<file path="src/rtl/if_fetch_unit.sv">
// if_fetch_unit: PC owner and instruction fetch front end.
// Single-entry buffer feeding the IF stage register, with branch redirect.
module if_fetch_unit #(
  parameter logic [31:0] RESET_PC = 32'h0000_0000
) (
  input  logic        clk,
  input  logic        rst,
  input  logic        freeze,
  input  logic        branch_taken,
  input  logic [31:0] branch_addr,
  output logic        imem_req,
  output logic [31:0] imem_addr,
  input  logic        imem_ready,
  input  logic [31:0] imem_rdata,
  output logic [31:0] PC,
  output logic [31:0] Instruction,
  output logic        valid,
  output logic        fetch_busy
);

  localparam logic [1:0] REQ   = 2'd0;
  localparam logic [1:0] FULL  = 2'd1;
  localparam logic [1:0] DRAIN = 2'd2;

  logic [1:0]  state;
  logic [31:0] pc;
  logic [31:0] req_addr;
  logic [31:0] buf_instr;
  logic [31:0] buf_pc;
  logic [31:0] tgt;
  logic [31:0] seq_pc;
  logic        xfer;

  assign tgt    = branch_addr & 32'hFFFF_FFFC;
  assign seq_pc = req_addr + 32'd4;
  assign xfer   = imem_req & imem_ready;

  assign imem_req    = (state == REQ) || (state == DRAIN);
  assign imem_addr   = req_addr;
  assign valid       = (state == FULL);
  assign Instruction = valid ? buf_instr : 32'h0;
  assign PC          = buf_pc;
  assign fetch_busy  = (state != FULL);

  // Fetch state machine: request, buffer, and discard-on-redirect
  always_ff @(posedge clk or negedge rst) begin
    if (!rst) begin
      state     <= REQ;
      pc        <= RESET_PC;
      req_addr  <= RESET_PC;
      buf_instr <= 32'h0;
      buf_pc    <= 32'h0;
    end else begin
      unique case (state)
        REQ: begin
          if (branch_taken) begin
            pc <= tgt;
            if (xfer) req_addr <= tgt;
            else      state    <= DRAIN;
          end else if (xfer) begin
            buf_instr <= imem_rdata;
            buf_pc    <= seq_pc;
            pc        <= seq_pc;
            state     <= FULL;
          end
        end
        DRAIN: begin
          if (xfer) begin
            state <= REQ;
            if (branch_taken) begin
              pc       <= tgt;
              req_addr <= tgt;
            end else begin
              req_addr <= pc;
            end
          end else if (branch_taken) begin
            pc <= tgt;
          end
        end
        FULL: begin
          if (branch_taken) begin
            pc       <= tgt;
            req_addr <= tgt;
            state    <= REQ;
          end else if (!freeze) begin
            req_addr <= pc;
            state    <= REQ;
          end
        end
        default: state <= REQ;
      endcase
    end
  end

endmodule

</file>
<file path="config.mk">
export PLATFORM = sky130hd
export DESIGN_NAME = if_fetch_unit
export DESIGN_NICKNAME = d
export VERILOG_FILES = /design/src/rtl/if_fetch_unit.sv
export SDC_FILE = /design/constraint.sdc
export NUM_CORES = 1
export LEC_CHECK = 0
export ABC_CLOCK_PERIOD_IN_PS = 1900
export CORE_ASPECT_RATIO = 0.9
export CORE_MARGIN = 5
export CORE_UTILIZATION = 35
export CTS_BUF_LIST = sky130_fd_sc_hd__clkbuf_8 sky130_fd_sc_hd__clkbuf_16
export DETAILED_ROUTE_END_ITERATION = 7
export GPL_TIMING_DRIVEN = 0
export MAX_ROUTING_LAYER = met4
export PLACE_DENSITY_LB_ADDON = 0.08
export SETUP_SLACK_MARGIN = 0.1
export SYNTH_ARGS = -nofsm -noshare
export SYNTH_HDL_FRONTEND = slang
export SYNTH_SLANG_ARGS = --single-unit
</file>
<file path="constraint.sdc">
create_clock -name clk -period 1.9 [get_ports clk]
set_input_delay 0.19 -clock clk [delete_from_list [all_inputs] [get_ports clk]]
set_output_delay 0.19 -clock clk [all_outputs]
set_load 0.02 [all_outputs]
</file>
# ---- Word level (Yosys, flattened, before mapping)
# Cells that the tools add are included.
dict set report word_totals {
  word_cells 44
  reg_bits 130
  inputBits 69
  output_inout_bits 99
}
dict set report op_classes {
  add_sub_neg 1
  bitwise_logic 2
  n_reduce_logical 9
  n_eq_ne 9
  muxes 18
}
# op count
set ops {}
lappend ops {{$mux 32} 9}
lappend ops {{$pmux 32 s3} 1}
lappend ops {{$pmux 32 s2} 1}
lappend ops {{$add 32x3->32 const B} 1}
lappend ops {{$mux 2} 6}
lappend ops {{$ne 3x3->1 const B} 3}
lappend ops {{$ne 2x2->1 const B} 3}
lappend ops {{$pmux 2 s3} 1}
lappend ops {{$reduce_and 5->1} 1}
lappend ops {{$reduce_and 4->1} 1}
lappend ops {{$reduce_and 3->1} 1}
lappend ops {{$reduce_bool 3->1} 1}
lappend ops {{$eq 2x1->1 const B} 1}
lappend ops {{$eq 2x2->1 const B} 1}
lappend ops {{$logic_not 2->1} 1}
lappend ops {{$ne 2x1->1 const B} 1}
lappend ops {{$reduce_and 2->1} 1}
lappend ops {{$reduce_bool 2->1} 1}
lappend ops {{$reduce_or 2->1} 1}
lappend ops {{$and 1x1->1} 1}
lappend ops {{$logic_or 1x1->1} 1}
lappend ops {{$not 1->1} 1}

# ---- Longest topological paths before layout
dict set report logic_depth {
  word_depth 6
  ltp_mapped 9
  ltp_nobuf 7
}

# ---- Worst setup path before layout
# Ideal clock, no wire load.
dict set report synth_timing {
  path_type {register -> register}
  from {register state[1]}
  to {register req_addr[6] (netlist: imem_addr[6])}
  t_arrival_ns 1.850
  required_ns 1.818
  setup_ns 0.082
  path_stages_with_launch 8
  n_path_buf 1
  slack_ns -0.032
  period_less_slack_ns 1.932
  cell_sequence {dfrtp_1 inv_1 ha_1 a32o_1 a211oi_4 buf_2 nor2_1 a31oi_1}
}
dict set report synth_via {
  elab_cells_between_ends 12
  classes_between {6 x eq/ne; 1 x mux; 1 x bitwise; 4 x reduce/logical}
}
# element line
set synth_lines {}
lappend synth_lines {{start: declaration} 25} ;# logic [1:0] state;
lappend synth_lines {{start signal: assignment} 48} ;# state <= REQ;
lappend synth_lines {{start signal: assignment} 59} ;# else state <= DRAIN;
lappend synth_lines {{start signal: assignment} 64} ;# state <= FULL;
lappend synth_lines {{$eq 2x1->1 *} --}
lappend synth_lines {{net valid} 17} ;# output logic valid,
lappend synth_lines {{$ne 3x3->1 (no line) or $reduce_bool 3->1 (tied branches)} --}
lappend synth_lines {{$reduce_and 5->1 (no line)} --}
lappend synth_lines {{end signal: assignment} 58} ;# if (xfer) req_addr <= tgt;
lappend synth_lines {{end signal: assignment} 72} ;# req_addr <= tgt;
lappend synth_lines {{end signal: assignment} 74} ;# req_addr <= pc;
lappend synth_lines {{end: declaration} 27} ;# logic [31:0] req_addr;
# The timed path passes the listed nets; every way through them passes the cells marked *.
# A chain may end at the register's enable or synchronous reset.

# ---- Worst setup path in the final report
dict set report layout_timing {
  from {register state[0]}
  to {output Instruction[28]}
}
dict set report layout_via {
  elab_chain_cells 2
}
# element line
set layout_lines {}
lappend layout_lines {{$eq 2x1->1} 40} ;# assign valid = (state == FULL);
lappend layout_lines {{$mux 32} 41} ;# assign Instruction = valid ? buf_instr : 32'h0;
lappend layout_lines {{end: declaration} 16} ;# output logic [31:0] Instruction,
# No other way between the ends.

==> impl_metrics.ini <==
[sta]
worst_pin_slew_ns = 0.6635
timing.final.ws_setup_ns = 0.06007
final_max_slew_viol_count = 0
fin_crit_sh = 0.9684
rsz0062_at_grt = true
skew_ns = 0.007355
max_slew_margin = 0.5576
hold_violations = 0
fmax_ghz = 0.5435
setup_viol = 0
period_minus_slack_ns = 1.840

[critical_path]
crit_buf_inv = 4
cp_common_cell = buf_6
r2r_cells = 8
crit_path_start_kind = register
r2r_slack_ns = 0.08
cp_cell_sequence = buf_6 > ha_4 > buf_6 > buf_8 > and2_4 > buf_6
critical-path-top-delay-family = buffers and inverters
slowest_stage = dfrtp_1
cp.arrival_ns = 1.65
r2r-start = state[0]
required_ns = 1.71
cp-end-kind = primary output
cp_max_fo = 6
worst-setup-path-type = reg2out
max_stage_delay_ns = 0.41
reg2reg_to = imem_addr[2]

[die]
fp.dieArea_sq_mm = 0.02018
num_io_pins = 168
coreArea_sq_mm = 0.01700
start_util = 0.3588
die_x_microns = 149.2
die_h_microns = 135.3
rows = 45

[clocking]
htreeDepth = 4
clock-sinks = 130
cts_tree = done
cts.path.max_buffers = 2
clock_latency_ns = 0.42
root_buffer = clkbuf_16
numCtsBuffers = 17
cts.clk_slew.worst_paths_ns = 0.05

[placement]
globalplace.congestion = 0.8821
hpwl_mm = 13.91
dp_slack_ns = -0.9296
io_buffers = 165
placed_cell_area_sq_mm = 0.008095

[yosys]
yosysMostFrequentCell = dfrtp_1
synth_edf_count = 0
synthTopCellsByCount = dfrtp_1 (130), nand2_1 (112), o21ai_0 (47)
yosys_warnings = 0
synth_area_leader_cell = dfrtp_1
synth_cell_type_count = 43
syn_area_per_cell_sq_um = 9.904
async_flop_share = 1.000
synth_top_area_frac = 0.5332
syn_inst = 616
synth_fp_nets = 690
syn_area_sq_mm = 0.006101
seq_area_frac_synth = 0.5332
ys_seq_elements = 130
synth_ff_type = dfrtp_1
synth_area_leaders = dfrtp_1 (53%), nand2_1 (6.9%), mux2_2 (6.1%)

[global_route]
grt_pass1_wl_mm = 31.73
grt_max_degree = 67
gr-usage-all-layers = 0.2074
antenna_found_initial = 1
overflow = 0
grt_pass1_vias = 5719

[route]
wl_per_cell_microns = 18.52
drtPass1Iterations = 5
drc_errors = 0
vias = 5641
first_iter_violations = 383
via_per_inst = 5.152
routed_wl_mm = 20.28
ant_nets = 0

[cells_and_area]
drive_above_1_share = 0.2852
finalNetCount = 921
post-route-util = 0.5567
fin_area_sq_mm = 0.009467
area_growth_pct = 55.17

[power_and_ir_drop]
vdd_drop_max_mv = 1.134
pwr_density_cell_mw_per_mm2 = 1982
p_leak_nw = 4.094

[run]
max_cap_viol_count = 0

[status]
status = complete, no violations

[hold_path]
hold_class = in2async
cells in the final DEF, fill, tap and decap left out, types with 3 or more instances in the layout:
cell             netlist  layout
xnor2_1                7       7
and2_4                 0       5
buf_6                  0      22
clkbuf_8               0       8
xor2_2                 0       7
buf_2                 14      23
inv_1                  9      11
dfrtp_2                0      16
dfrtp_1              130     114
nor2_1                42      37
and2_1                32      27
buf_12                 0       4
a41oi_1                3       3
buf_8                  0       4
a21oi_1               15      13
nand4_1                8       8
and3_1                 3       3
clkdlybuf4s50_1        0     122
nor4_4                 2       3
clkbuf_2               0       8
clkbuf_16              0      18
dlymetal6s2s_1         0       7
xor2_1                21      14
o22ai_1               21      16
clkinv_2               0       3
o21ai_1                1       6
inv_2                  2       4
o22ai_2                0       5
a31oi_1               31      30
o21a_1                 4       4
mux2_2                33      33
or2_4                  0       3
nand3_1               19      14
nor2_4                 0       3
nand2_1              112     112
o21ai_0               47      40
clkbuf_4               0       8
a22oi_1                9       9
buf_4                  2      42
nand3_4                0       3
layout make-up:
class | instances | area [sq um]
sequential | 130 | 3273
tap | 235 | 294.0
inverter | 11 | 43.79
clock buffer | 21 | 480.5
antenna | 1 | 2.502
buffer | 37 | 340.3
clock inverter | 10 | 93.84
fill | 1513 | 7537
timing repair buffer | 212 | 2012
multi-input combinational | 438 | 2927
timing repair:
item | CTS | global route
endpoints found under the hold margin | 65 | 0
hold buffers | 1 | 0
setup buffers | 22 | 20
gates cloned | 3 | 1
resized for setup | 244 | 78
pin swaps | 14 | 11
setup endpoints to repair | 165 | 165
how the worst max path moves through the flow:
stage	startpoint	endpoint	slack, ns	cells past startpoint
global route	state[0]	Instruction[27]	0.001	6
floorplan	state[0]	pc[6]	0.11	8
finish	state[0]	Instruction[28]	0.06	6
CTS	state[0]	imem_addr[15]	0.005	8
global placement	rst	PC[21]	-4.63	1
detailed placement	branch_taken	pc[12]	-0.93	8
kinds of logic (layout without fill, tap and decap cells):
kind of cell,count (synthesis),in the layout,share of synthesized area
flops,130,130,0.5332
fa+ha+maj,5,5,0.01025
simple gates,226,227,0.1729
other cells,0,1,0
xor+xnor,28,28,0.04020
compound gates,145,145,0.1483
buf+inv,49,291,0.03425
mux,33,33,0.06091
metrics by stage:
stage / hold WS, ns / power, mW / std cells / setup TNS [ns]
after floorplan: -0.1056 / 10.03 / 616 / 0
after global placement: 0.4619 / 13.41 / 1016 / -661.48
after detailed placement: 0.2323 / 13.62 / 1017 / -66.92
after CTS: 0.3543 / 17.91 / 1073 / 0
after global routing: 0.3679 / 19.90 / 1095 / 0
final: 0.3236 / 18.77 / 1095 / 0
power breakdown:
| part | switching (mW) | internal (mW) |
|---|---|---|
| clock network | 1.18 | 2.03 |
| logic | 5.41 | 4.86 |
| registers | 1.11 | 4.19 |
routing by layer:
metal	vias up	track usage	routed length (microns)
met2	202	0.3139	9483
li1	2612	-	-
met3	28	0.04717	1241
met5	-	-	0
met4	0	0.06457	418
met1	2799	0.2787	9131
flip-flops by register name, summed over array words and instances, names as in the netlist:
signal,cells
imem_addr,32
buf_instr,32
PC,32
state,2
pc,32
worst reg2reg max path, delay by kind of cell (launching register included):
family	cells	cell delay, ns
AND/OR/NAND/NOR	1	0.05
flip-flops	1	0.41
AO/OA/AOI/OAI	3	0.62
buffers and inverters	3	0.48
adder cells (fa/ha/maj)	1	0.18
No activity file was read; power rests on OpenSTA's default activity.
